[config.mk]
export PLATFORM = sky130hd
export DESIGN_NAME = imem_port_arbiter
export DESIGN_NICKNAME = d
export VERILOG_FILES = /design/src/rtl/imem_port_arbiter.sv
export SDC_FILE = /design/constraint.sdc
export NUM_CORES = 1
export LEC_CHECK = 0
export CAP_MARGIN = 20
export CORE_ASPECT_RATIO = 0.7
export CORE_MARGIN = 5
export CORE_UTILIZATION = 30
export CTS_CLUSTER_SIZE = 10
export DETAILED_ROUTE_END_ITERATION = 7
export SYNTH_ARGS = -nofsm -noshare
export SYNTH_HDL_FRONTEND = slang
export SYNTH_SLANG_ARGS = --single-unit
[constraint.sdc]
create_clock -name clk -period 1.9 [get_ports clk]
set_input_delay 0.38 -clock clk [delete_from_list [all_inputs] [get_ports clk]]
set_output_delay 0.38 -clock clk [all_outputs]
set_load 0.05 [all_outputs]
[src/rtl/imem_port_arbiter.sv]
// Instruction memory port arbiter: shares a single-port, fixed-latency
// instruction memory between the fetch stage and an auxiliary reader.
// One transaction in flight, fetch has priority, and a starvation counter
// forces the aux requester through after a bounded run of fetch grants.
module imem_port_arbiter #(
    parameter int MEM_LAT    = 2,
    parameter int STARVE_MAX = 4
) (
    input  logic        clk,
    input  logic        rst,
    input  logic        f_req,
    input  logic [15:0] f_addr,
    input  logic        f_flush,
    output logic        f_gnt,
    output logic        f_rvalid,
    output logic [15:0] f_rdata,
    input  logic        a_req,
    input  logic [15:0] a_addr,
    output logic        a_gnt,
    output logic        a_rvalid,
    output logic [15:0] a_rdata,
    output logic        m_en,
    output logic [15:0] m_addr,
    input  logic [15:0] m_rdata,
    output logic        busy
);

    typedef enum logic { ST_IDLE, ST_WAIT } state_t;
    typedef enum logic { OWN_F, OWN_A } owner_t;

    localparam logic [2:0] CNT_INIT   = 3'(MEM_LAT - 1);
    localparam logic [3:0] STARVE_LIM = 4'(STARVE_MAX);

    state_t      state;
    state_t      stateNext;
    owner_t      owner;
    logic [2:0]  cnt;
    logic        kill;
    logic [3:0]  starveCnt;
    logic        fRvalidReg;
    logic        aRvalidReg;
    logic [15:0] fRdataReg;
    logic [15:0] aRdataReg;
    logic [15:0] mAddrReg;
    logic        grantF;
    logic        grantA;
    logic        fetchOk;
    logic        starved;
    logic        done;
    logic        dropFetch;

    assign fetchOk   = f_req & ~f_flush;
    assign starved   = (starveCnt == STARVE_LIM);
    assign done      = (state == ST_WAIT) && (cnt == 3'd0);
    assign dropFetch = kill | f_flush;

    // Arbitration and next-state: grants only in IDLE, gated off while reset is held
    always_comb begin
        grantF    = 1'b0;
        grantA    = 1'b0;
        stateNext = state;
        if (state == ST_IDLE && !rst) begin
            if (a_req && (starved || !fetchOk)) begin
                grantA = 1'b1;
            end else if (fetchOk) begin
                grantF = 1'b1;
            end
            if (grantA || grantF) begin
                stateNext = ST_WAIT;
            end
        end else if (done) begin
            stateNext = ST_IDLE;
        end
    end

    // State register
    always_ff @(posedge clk or posedge rst) begin
        if (rst) begin
            state <= ST_IDLE;
        end else begin
            state <= stateNext;
        end
    end

    // Transaction tracking: owner, latency countdown and fetch kill flag
    always_ff @(posedge clk or posedge rst) begin
        if (rst) begin
            owner <= OWN_F;
            cnt   <= 3'd0;
            kill  <= 1'b0;
        end else if (grantF || grantA) begin
            owner <= grantA ? OWN_A : OWN_F;
            cnt   <= CNT_INIT;
            kill  <= 1'b0;
        end else if (state == ST_WAIT) begin
            if (cnt != 3'd0) begin
                cnt <= cnt - 3'd1;
            end
            if (done) begin
                kill <= 1'b0;
            end else if (owner == OWN_F && f_flush) begin
                kill <= 1'b1;
            end
        end
    end

    // Response capture: route memory data to the owner, dropping killed fetches
    always_ff @(posedge clk or posedge rst) begin
        if (rst) begin
            fRvalidReg <= 1'b0;
            aRvalidReg <= 1'b0;
            fRdataReg  <= 16'd0;
            aRdataReg  <= 16'd0;
        end else begin
            fRvalidReg <= done && (owner == OWN_F) && !dropFetch;
            aRvalidReg <= done && (owner == OWN_A);
            if (done && owner == OWN_F && !dropFetch) begin
                fRdataReg <= m_rdata;
            end
            if (done && owner == OWN_A) begin
                aRdataReg <= m_rdata;
            end
        end
    end

    // Starvation counter: counts fetch grants that bypass a waiting aux request
    always_ff @(posedge clk or posedge rst) begin
        if (rst) begin
            starveCnt <= 4'd0;
        end else if (!a_req || grantA) begin
            starveCnt <= 4'd0;
        end else if (grantF && !starved) begin
            starveCnt <= starveCnt + 4'd1;
        end
    end

    // Memory address hold register so m_addr stays put between grants
    always_ff @(posedge clk or posedge rst) begin
        if (rst) begin
            mAddrReg <= 16'd0;
        end else if (grantF || grantA) begin
            mAddrReg <= grantA ? a_addr : f_addr;
        end
    end

    assign f_gnt    = grantF;
    assign a_gnt    = grantA;
    assign m_en     = grantF | grantA;
    assign m_addr   = grantA ? a_addr : (grantF ? f_addr : mAddrReg);
    assign f_rvalid = fRvalidReg & ~f_flush;
    assign f_rdata  = fRdataReg;
    assign a_rvalid = aRvalidReg;
    assign a_rdata  = aRdataReg;
    assign busy     = (state == ST_WAIT);

endmodule

==> reports/metrics.cfg <==
[setup_path]
cp.required_ns = 1.52
crit_type = reg -> out
cp.arrival_ns = 2.19
path_max_fanout = 7
slowest_delay_ns = 0.38
critPathSlowestCell = a211o_4
startpoint_type = flip-flop
startpoint = starveCnt[0]
end_kind = output port
cp_cell_sequence = inv_2, ha_4, and3b_2, a211o_4, clkbuf_16, mux2i_4, a21oi_4, buf_12
reg2reg_from = starveCnt[0]
rrSetupSlack_ns = -0.01

[routing]
drc_errors = 0
dr.first_iter.drc_count = 85
first_pass_iters = 4
wirelength_um = 8416
final_antenna_net_count = 0
vias = 2396
via_per_inst = 4.617
wire_per_inst_um = 16.22

[global_routing]
grt_max_degree = 41
grt.busiest_layer = met2
grt_pass1_vias = 2508
met3_usage_pct = 7.412
grt_pass1_wl_um = 12620
met2_usage_pct = 23.38
met1_usage_pct = 18.75
antenna_found_initial = 0
track_usage_pct = 15.23
grt.overflow.total = 0

[sta]
slew_headroom_pct = 65.21
hold_viol_final = 0
setup-violations-final = 20
fin_skew_ns = 0.009769
clock.fmax_mhz = 388.4
timing.final.crit_share_pct = 135.5
period_needed_ns = 2.574
rsz0062_at_grt = yes
setup_slack_ns = -0.6744
tightest_slew_ns = 0.5211
final_max_slew_viol_count = 0

[clocking]
numCtsBuffers = 9
h-tree-depth = 3
cts_tree = yes
hold_buffers = 0
cts_buffer_depth = 2
cts.sinks = 60
clockRootBuffer = clkbuf_16
clkLatencyLatePin_ns = 0.33
clk_pin_slew_worst_paths_ns = 0.05

[power_and_ir_drop]
power_density_mw_per_mm2 = 1784
p_leak_nw = 2.461
ir_drop_uv = 1304

[die]
die_area_mm2 = 0.01088
num_rows = 28
core_mm2 = 0.008548
ios = 107
die_h_um = 88.80
initial_core_util_pct = 31.13
die_w_um = 122.6

[finish]
fillers = 680
final_util_pct = 63.51
drive_gt1_share_pct = 52.88
antenna_cells = 0
area_growth_syn_to_layout_pct = 104.0
nets = 451

[placement]
place.gp.congestion = 0.7703
place_hpwl_um = 5693
place_ws_ns = -0.6452
io_buffers = 106

[synth]
synth.cell_area_mm2 = 0.002661
yosysWarnings = 0
ys_types = 29
syn_inst = 221
yosysSeqAreaShare_pct = 56.42
synth_seq_cells = 60
syn_avg_cell_area_um2 = 12.04
synth_nets = 278

[min_path]
hold_path.class = in -> async

[status]
status = finished, violations left
violations = setup timing

[job]
drv_cap = 0

==> critical path, delay by kind of cell (launching register included) <==
| kind | cells | cell delay (ns) |
|---|---|---|
| buf+inv | 3 | 0.41 |
| fa+ha+maj | 1 | 0.15 |
| flops | 1 | 0.35 |
| compound gates | 2 | 0.54 |
| simple gates | 1 | 0.21 |
| mux | 1 | 0.22 |
==> registers in the layout (all words and copies together), names as in the netlist, 3 cells and up <==
register   flops
a_rdata       16
starveCnt      4
f_rdata       16
mAddrReg      16
cnt            3
==> through the flow <==
stage | area [um^2] | total power [W] | TNS (ns) | instances | hold WS (ns)
after floorplan | 2859 | 0.005337 | -9.423 | 221 | 0.4896
after global placement | 4544 | 0.007463 | -13.66 | 485 | 0.4689
after detailed placement | 4544 | 0.007544 | -15.12 | 485 | 0.4865
after CTS | 5070 | 0.009506 | -11.13 | 514 | 0.2553
after global routing | 5429 | 0.01014 | -13.13 | 519 | 0.2828
final | 5429 | 0.009687 | -11.39 | 519 | 0.2675
==> path summary, 6_finish.rpt <==
check | end | depth (start not counted)
max | m_addr[1] | 8
min | mAddrReg[9] | 3
max reg2reg | mAddrReg[6] | 10
min reg2reg | f_rdata[7] | 1
max in group asynchronous | a_rdata[1] | 4
min in group clk | f_rdata[7] | 1
==> cell usage after synthesis (all sizes together) <==
| cell type | instances | share of area, % |
|---|---|---|
| nand2b | 2 | 0.47 |
| nand3 | 5 | 0.94 |
| nor4 | 1 | 0.80 |
| nand2 | 3 | 0.42 |
| nor2 | 22 | 3.1 |
| ha | 4 | 1.9 |
| o21ai | 2 | 0.38 |
| a31oi | 1 | 0.24 |
| and3b | 1 | 0.33 |
| or2 | 2 | 0.47 |
| a22oi | 1 | 0.28 |
| a21oi | 36 | 6.9 |
| mux2 | 33 | 14 |
| buf | 7 | 2.6 |
| o211ai | 1 | 0.28 |
| nor3 | 1 | 0.19 |
| inv | 11 | 1.6 |
| dfrtp | 60 | 56 |
| clkbuf | 4 | 0.56 |
| a211o | 1 | 0.33 |
| nor2b | 3 | 0.71 |
| mux2i | 16 | 6.0 |
| xnor2 | 1 | 0.33 |
| a211oi | 3 | 0.85 |
==> repair_timing <==
item | in CTS | in global routing
endpoints found under the setup margin | 29 | 47
gates cloned | 0 | 2
pin swaps | 5 | 18
setup buffers | 14 | 10
resized for setup | 34 | 70
==> layer usage <==
metal  part of all wire [%]  vias to the layer above  routed length [um]
met1                     44                     1186                3674
met4                    1.1                        0                  94
met3                    8.2                       11                 692
li1                       -                     1123                   -
met5                      0                        -                   0
met2                     47                       76                3954
==> cell type report <==
class,count,area [um^2],area share [%]
Clock buffer,12,246.5,4.540
Clock inverter,4,72.57,1.337
Inverter,11,47.55,0.8758
Multi-Input combinational cell,139,1479,27.24
Sequential cell,60,1503,27.68
Tap cell,120,150.1,2.766
Timing Repair Buffer,173,1931,35.56
==> report_power, final <==
| part | switching, W | internal [W] |
|---|---|---|
| registers | 0.000319 | 0.00187 |
| clock network | 0.000568 | 0.00118 |
| logic | 0.00321 | 0.00254 |
| total | 0.00410 | 0.00559 |
==> cell families after synthesis <==
| logic type | synth area share [%] |
|---|---|
| flip-flops | 56.42 |
| multiplexers | 19.98 |
| AO/OA/AOI/OAI | 9.262 |
| AND/OR/NAND/NOR | 7.428 |
| buffers and inverters | 4.701 |
| adder cells (fa/ha/maj) | 1.881 |
| XOR/XNOR | 0.3292 |
==> layout by cell type, fill, tap and decap left out, types with 2 or more instances in the layout <==
cell type         n
dfrtp_1          59
buf_4            55
clkdlybuf4s50_1  54
mux2_2           30
buf_12           24
buf_6            18
a21oi_4          16
dlymetal6s2s_1   15
a21oi_1          12
clkbuf_16        11
nor2_1            8
mux2i_4           8
nor2_4            8
mux2i_2           8
a21oi_2           8
inv_1             7
nor2_2            6
nand3_1           5
nor2b_1           3
nand2_1           3
a211oi_1          3
mux2_1            3
ha_1              3
dlygate4sd2_1     3
o21ai_0           2
clkinvlp_4        2
inv_2             2
clkbuf_1          2
bufinv_16         2
buf_8             2
No activity file was read; power rests on OpenSTA's default activity.
